### src/rtl/alu_seq.sv
// alu_seq: registered, handshaked 8-function ALU with NZCV flags and start/done handshake.
// Define ALU_SEQ_MUL_EN to build the iterative shift-add multiplier for func=111.
module alu_seq #(
    parameter int N  = 32,
    parameter int SW = $clog2(N)
) (
    input  logic         clk,
    input  logic         rst,
    input  logic         start,
    input  logic [N-1:0] A,
    input  logic [N-1:0] B,
    input  logic [2:0]   func,
    output logic [N-1:0] Y,
    output logic [3:0]   flags,
    output logic         busy,
    output logic         done
);

    typedef enum logic [1:0] {
        S_IDLE,
        S_EXEC,
        S_MUL,
        S_FIN
    } state_t;

    typedef enum logic [2:0] {
        F_ADD = 3'b000,
        F_SUB = 3'b001,
        F_AND = 3'b010,
        F_OR  = 3'b011,
        F_XOR = 3'b100,
        F_LSL = 3'b101,
        F_LSR = 3'b110,
        F_MUL = 3'b111
    } func_t;

    state_t        state, state_nxt;
    logic [N-1:0]  a_q, b_q;
    func_t         func_q;

    logic [N-1:0]  alu_y;
    logic          alu_c, alu_v;
    logic [N:0]    wide;
    logic [SW-1:0] shamt;

`ifdef ALU_SEQ_MUL_EN
    localparam logic [SW:0] CNT_LAST = (SW+1)'(N - 1);

    logic [N-1:0] acc, mcand, mplier, mul_sum;
    logic [SW:0]  cnt;
    logic         mul_last;

    assign mul_sum  = acc + (mplier[0] ? mcand : '0);
    assign mul_last = (cnt == CNT_LAST);
`endif

    // Single-cycle datapath; func=111 falls to default (Y=0) when no multiplier is built
    always_comb begin
        wide  = '0;
        alu_y = '0;
        alu_c = 1'b0;
        alu_v = 1'b0;
        shamt = b_q[SW-1:0];
        case (func_q)
            F_ADD: begin
                wide  = {1'b0, a_q} + {1'b0, b_q};
                alu_y = wide[N-1:0];
                alu_c = wide[N];
                alu_v = (a_q[N-1] == b_q[N-1]) && (alu_y[N-1] != a_q[N-1]);
            end
            F_SUB: begin
                wide  = {1'b0, a_q} + {1'b0, ~b_q} + {{N{1'b0}}, 1'b1};
                alu_y = wide[N-1:0];
                alu_c = wide[N];
                alu_v = (a_q[N-1] != b_q[N-1]) && (alu_y[N-1] != a_q[N-1]);
            end
            F_AND: alu_y = a_q & b_q;
            F_OR:  alu_y = a_q | b_q;
            F_XOR: alu_y = a_q ^ b_q;
            // Extra bit beside the operand catches the last bit shifted out
            F_LSL: begin
                wide  = {1'b0, a_q} << shamt;
                alu_y = wide[N-1:0];
                alu_c = wide[N];
            end
            F_LSR: begin
                wide  = {a_q, 1'b0} >> shamt;
                alu_y = wide[N:1];
                alu_c = wide[0];
            end
            default: ;
        endcase
    end

    always_comb begin
        state_nxt = state;
        case (state)
            S_IDLE: begin
                if (start) begin
`ifdef ALU_SEQ_MUL_EN
                    state_nxt = (func == F_MUL) ? S_MUL : S_EXEC;
`else
                    state_nxt = S_EXEC;
`endif
                end
            end
            S_EXEC: state_nxt = S_FIN;
            S_MUL: begin
`ifdef ALU_SEQ_MUL_EN
                if (mul_last) state_nxt = S_FIN;
`else
                state_nxt = S_IDLE;
`endif
            end
            S_FIN:  state_nxt = S_IDLE;
            default: state_nxt = S_IDLE;
        endcase
    end

    always_ff @(posedge clk or negedge rst) begin
        if (!rst) begin
            state <= S_IDLE;
        end else begin
            state <= state_nxt;
        end
    end

    always_ff @(posedge clk or negedge rst) begin
        if (!rst) begin
            a_q    <= '0;
            b_q    <= '0;
            func_q <= F_ADD;
            Y      <= '0;
            flags  <= '0;
            busy   <= 1'b0;
            done   <= 1'b0;
`ifdef ALU_SEQ_MUL_EN
            acc    <= '0;
            mcand  <= '0;
            mplier <= '0;
            cnt    <= '0;
`endif
        end else begin
            done <= 1'b0;
            case (state)
                S_IDLE: begin
                    if (start) begin
                        a_q    <= A;
                        b_q    <= B;
                        func_q <= func_t'(func);
                        busy   <= 1'b1;
`ifdef ALU_SEQ_MUL_EN
                        acc    <= '0;
                        mcand  <= A;
                        mplier <= B;
                        cnt    <= '0;
`endif
                    end
                end
                S_EXEC: begin
                    Y     <= alu_y;
                    flags <= {alu_y[N-1], (alu_y == '0), alu_c, alu_v};
                    done  <= 1'b1;
                    busy  <= 1'b0;
                end
`ifdef ALU_SEQ_MUL_EN
                S_MUL: begin
                    acc    <= mul_sum;
                    mcand  <= mcand << 1;
                    mplier <= mplier >> 1;
                    cnt    <= cnt + 1'b1;
                    if (mul_last) begin
                        Y     <= mul_sum;
                        flags <= {mul_sum[N-1], (mul_sum == '0), 2'b00};
                        done  <= 1'b1;
                        busy  <= 1'b0;
                    end
                end
`endif
                default: ;
            endcase
        end
    end

endmodule

### config.mk
export PLATFORM = sky130hd
export DESIGN_NAME = alu_seq
export DESIGN_NICKNAME = d
export VERILOG_FILES = /design/src/rtl/alu_seq.sv
export SDC_FILE = /design/constraint.sdc
export NUM_CORES = 1
export LEC_CHECK = 0
export BUFFER_PORTS_ARGS = -buffer_cell sky130_fd_sc_hd__clkbuf_2
export CORE_ASPECT_RATIO = 1.4
export CORE_UTILIZATION = 46
export CTS_BUF_LIST = sky130_fd_sc_hd__clkbuf_4
export CTS_CLUSTER_DIAMETER = 150
export DETAILED_ROUTE_END_ITERATION = 8
export PLACE_DENSITY = 0.72
export SLEW_MARGIN = 20
export SYNTH_ARGS = -nofsm -noshare
export SYNTH_HDL_FRONTEND = slang
export SYNTH_SLANG_ARGS = --single-unit
### constraint.sdc
create_clock -name clk -period 4.9 [get_ports clk]
set_input_delay 0.98 -clock clk [delete_from_list [all_inputs] [get_ports clk]]
set_output_delay 0.98 -clock clk [all_outputs]
set_load 0.005 [all_outputs]
* Word level (Yosys, flattened, before mapping)
Index checks and enable logic that the tools add are counted.
** Word-level totals
- Logic and storage cells :: 48
- Input port bits :: 70
- Output and inout bits :: 38
- Register bits :: 107
** Cells by class
- Multiplexer cells :: 8
- Reduce and logical (&&, ||, !) cells :: 9
- Eq/ne operators :: 14
- Shift-type cells :: 2
- $add $sub $neg :: 3
- Bitwise gates (word level) :: 4
** Operators with widths (count)
- $pmux W32 S7 :: 1
- $add A32 B32 Y33 :: 2
- $add A33 B1 Y33 const B :: 1
- $shl A32 B5 Y33 :: 1
- $shr A33 B5 Y33 :: 1
- $and A32 B32 Y32 :: 1
- $logic_not A32 Y1 :: 1
- $not A32 Y32 :: 1
- $or A32 B32 Y32 :: 1
- $xor A32 B32 Y32 :: 1
- $eq A3 B3 Y1 const B :: 3
- $eq A3 B2 Y1 const B :: 2
- $pmux W2 S3 :: 1
- $eq A2 B2 Y1 const B :: 2
- $pmux W1 S2 :: 2
- $pmux W1 S4 :: 1
- $reduce_and A2 Y1 :: 2
- $eq A3 B1 Y1 const B :: 1
- $logic_not A3 Y1 :: 1
- $ne A1 B1 Y1 :: 3
- $eq A2 B1 Y1 const B :: 1
- $logic_and A1 B1 Y1 :: 2
- $logic_not A2 Y1 :: 1
- $mux W1 :: 2
- 5 further kinds :: 5

* Logic depth before layout (Yosys ltp)
- Depth after elaboration :: 6
- Gate-level depth with buffers :: 18
- Depth with buffers taken out :: 15

* Least setup slack after synthesis
No wires, ideal clock.
- Path type :: flip-flop to flip-flop
- Start point :: register b_q[1]
- End point :: register flags[2]
- Setup time :: 0.092 ns
- Slack :: 0.382 ns
- Clock period less this slack :: 4.518 ns
- Cell stages (with the launch flop) :: 18
- Arrival :: 4.426 ns
- Required time :: 4.808 ns
- Buffers on the path :: 4
- Cell sequence :: dfrtp_1 buf_2 clkinv_1 clkbuf_1 clkbuf_1 buf_2 ha_1 o21ba_1 or4_1 a211oi_1 nor3_1 a221o_1 a211o_1 or2_1 nor4b_1 and4_1 nand4_1 o31ai_2
** On the way
- Longest elaborated chain between the ends :: 5
- Elaborated cells between the ends (all ways) :: 11
- Those cells by class :: 3 x add/sub; 2 x shift; 1 x mux; 4 x bitwise; 1 x reduce/logical
** Ends and longest elaborated chain
- start: declaration :: RTL line 38 : logic [N-1:0] a_q, b_q;
- start signal: assignment :: RTL line 131 : b_q <= '0;
- start signal: assignment :: RTL line 149 : b_q <= B;
- $not A32 Y32 :: RTL line 72 : wide = {1'b0, a_q} + {1'b0, ~b_q} + {{N{1'b0}}, 1'b1};
- $add A32 B32 Y33 :: RTL line 72
- $add A33 B1 Y33 :: RTL line 72
- $pmux W32 S7 (*) :: RTL line 64 : case (func_q)
- $logic_not A32 Y1 (*) :: RTL line 162 : flags <= {alu_y[N-1], (alu_y == '0), alu_c, alu_v};
- end signal: assignment :: RTL line 162
- end: declaration :: RTL line 14 : output logic [3:0] flags,
Mark *: on every way between the ends. The rest lies on a longest branch, timed or not.
A chain may end at the register's enable or synchronous reset.

* Final worst setup path
- Start point :: register b_q[0]
- End point :: register flags[2]
Same word-level chain as after synthesis.

==> qor.csv <==
stage,metric,value,unit
detailed_routing,DRT iter0 DRCs,1686,
worst_setup_path,CP max FO,30,
floorplanning,die footprint,29900,um2
timing,count of final hold-check violations,0,
detailed_routing,First-pass DRT Iterations,9,
status,status,finished clean,
floorplanning,DIE HEIGHT,204.2,um
cells_and_area,Nets,2025,
global_routing,number of global-route vias before repair,14652,
timing,period utilization,96.27,%
cts,CTS tree,done,
timing,Final setup viols,0,
cts,Num CTS Buffers,9,
detailed_routing,DR vias,15175,
worst_setup_path,Worst Path Required,5.37,ns
cts,H-tree levels,3,
synthesis,Synth Register Bits,106,
cts,Root Buffer,clkbuf_4,
timing,FMAX,212.0,MHz
worst_setup_path,endpoint class of the critical path,flop,
synthesis,Synth Flop Type,dfrtp_1,
floorplanning,Std-Cell Rows,73,
floorplanning,I/O pin total,108,
detailed_routing,post-route ant nets,0,
timing,skew final,0.04026,ns
cells_and_area,Filler Cell Count,2816,
floorplanning,Initial Utilization,46.99,%
detailed_routing,DRC violations left,0,
synthesis,synth cell count leaders,"216 x nand2_1, 163 x o21ai_0, 134 x nor2_1",
timing,final worst path period need,4.717,ns
place,placer's final routability congestion estimate,1.050,
synthesis,Mapped Area,13430,um2
worst_setup_path,critical path launch point,b_q[0]$_DFFE_PN0P_,
worst_setup_path,CP Class,flop to flop,
synthesis,"FFs w/ async S/R, synth",100.0,%
global_routing,initial antenna violation count,4,
synthesis,Syn Nets,1948,
worst_setup_path,crit path DAT,5.19,ns
global_routing,largest net degree at the start of global routing,81,
cells_and_area,Area Growth Syn to Fin,10.63,%
timing,hold slack,0.2620,ns
synthesis,Synth area leader,dfrtp_1,
synthesis,most common cell in the synthesized netlist,nand2_1,
place,HPWL Detailed,52270,um
cts,Clock Path Buffers,2,
synthesis,Synth cell types,86,
synthesis,Ys Warns,0,
worst_setup_path,Reg-to-Reg Start,b_q[0]$_DFFE_PN0P_,
synthesis,Post-Syn Area per Cell,7.576,um2
timing,Final Max Tran Viols,0,
place,IO Port Bufs,107,
timing,setup TNS,0,ns
floorplanning,die width,146.4,um
min_path,Hold/Removal Path Class,primary input to asynchronous set/reset pin,
detailed_routing,final wirelength,67160,um
synthesis,Synth top area share,19.75,%
timing,Slew @ Worst Pin,0.9946,ns
detailed_routing,wire length per cell,30.05,um
timing,RSZ-0062 raised after global routing,false,
synthesis,Post-synth EDFFs,0,
cts,clk slew on worst S/H paths,0.23,ns
detailed_routing,post-DR vias/cell,6.790,
synthesis,post-synthesis instance total,1773,
global_routing,GRT overflow,0,
cts,later-pin clock latency in the skew report,0.58,ns
cells_and_area,layout cells sized above 1,17.04,%
synthesis,sequential share of the synthesized area,19.75,%
run,Max-cap violations,0,
worst_setup_path,CP Launch Type,flop,
floorplanning,Core Box Area,28590,um2
timing,Slew headroom,32.99,%
cts,Clock Sinks,106,
global_routing,first-pass GRT wire length,97700,um
synthesis,Synth area leaders,"dfrtp_1 20%, ha_1 9.6%, o21ai_0 6.1%, nand2_1 6.0%, mux2i_1 4.6%",
global_routing,Tot GR Track Use,44.89,%
cells in the final DEF, fill, tap and decap left out, types with 20 or more instances in the layout:
master	synthesis	routed
a211oi_1	32	31
a21oi_1	117	115
a22oi_1	34	34
buf_4	1	98
clkbuf_2	0	106
dfrtp_1	106	102
ha_1	103	103
inv_1	97	97
mux2_2	39	39
mux2i_1	62	62
mux4_2	24	24
nand2_1	216	216
nand3_1	39	39
nor2_1	134	134
nor2b_1	26	24
nor3_1	40	40
nor4_1	20	20
o21ai_0	163	163
o221ai_1	24	24
o22ai_1	32	31
o31ai_1	21	21
final timing paths:
kind	slack, ns	to	depth (start not counted)
max in group asynchronous	3.73	b_q[0]$_DFFE_PN0P_	2
min reg2reg	0.50	Y[7]$_DFFE_PN0P_	2
min	0.26	flags[0]$_DFFE_PN0P_	1
max reg2reg	0.18	flags[2]$_DFFE_PN0P_	13
max	0.18	flags[2]$_DFFE_PN0P_	13
min in group clk	0.50	Y[7]$_DFFE_PN0P_	2
cells by family after synthesis:
group	count (synthesis)	share of synthesized area, %
compound gates	604	29.48
xor+xnor	14	0.9128
fa+ha+maj	105	9.892
buf+inv	243	7.554
flops	106	19.75
mux	132	12.60
simple gates	569	19.81
critical path, stage by stage (launching register included):
cell and delay (ns):
dfrtp_4 0.73, buf_12 0.27, mux2i_1 0.51, a21oi_1 0.41, a21oi_2 0.44, o221ai_1 0.16
nor4_1 0.48, and4_1 0.30, nand4_1 0.19, nor4b_1 0.35, buf_4 0.16, and4_1 0.19
nand4_1 0.13, o31ai_2 0.27
final cells by class:
class,instances,area (um2),share of cell area [%]
multi-input cells,1424,9814,66.04
flip-flops and latches,106,2660,17.90
repair buffers,209,1374,9.245
well taps,375,469.2,3.157
inverters,100,375.4,2.526
clock inverters,7,87.58,0.5894
clock buffers,9,67.56,0.4547
diodes,5,12.51,0.08420
through the flow:
| step | std cells | worst slack, ns | utilization (%) | area [um2] |
|---|---|---|---|---|
| after global placement | 2213 | 0.1855 | 51.21 | 14640 |
| after CTS | 2229 | 0.008080 | 51.75 | 14790 |
| after global routing | 2231 | 0.01607 | 51.95 | 14850 |
| final | 2235 | 0.1829 | 51.98 | 14860 |
| after floorplan | 1773 | 0.3819 | - | 13430 |
| after detailed placement | 2213 | 0.09201 | 51.21 | 14640 |
registers in the layout, indices dropped and copies added (netlist names):
name	cells
Y	32
a_q	32
b_q	32
flags	3
func_q	3
state	2
busy	1
done	1
repair_timing:
action / CTS / global route
buffers inserted: 0 / 1
hold buffers: 0 / 0
resized for setup: 0 / 6
setup endpoints to repair: 0 / 1
routing by layer:
metal	global-route usage, %	up-vias	part of all wire (%)
li1	-	6708	-
met1	51.18	7202	36
met2	72.18	981	45
met3	8.326	282	8.1
met4	39.40	2	11
met5	0	-	0.019
Power is left out: the tool's default activity adds up to more than one toggle a clock period on the data nets, which glitch-free logic cannot reach.
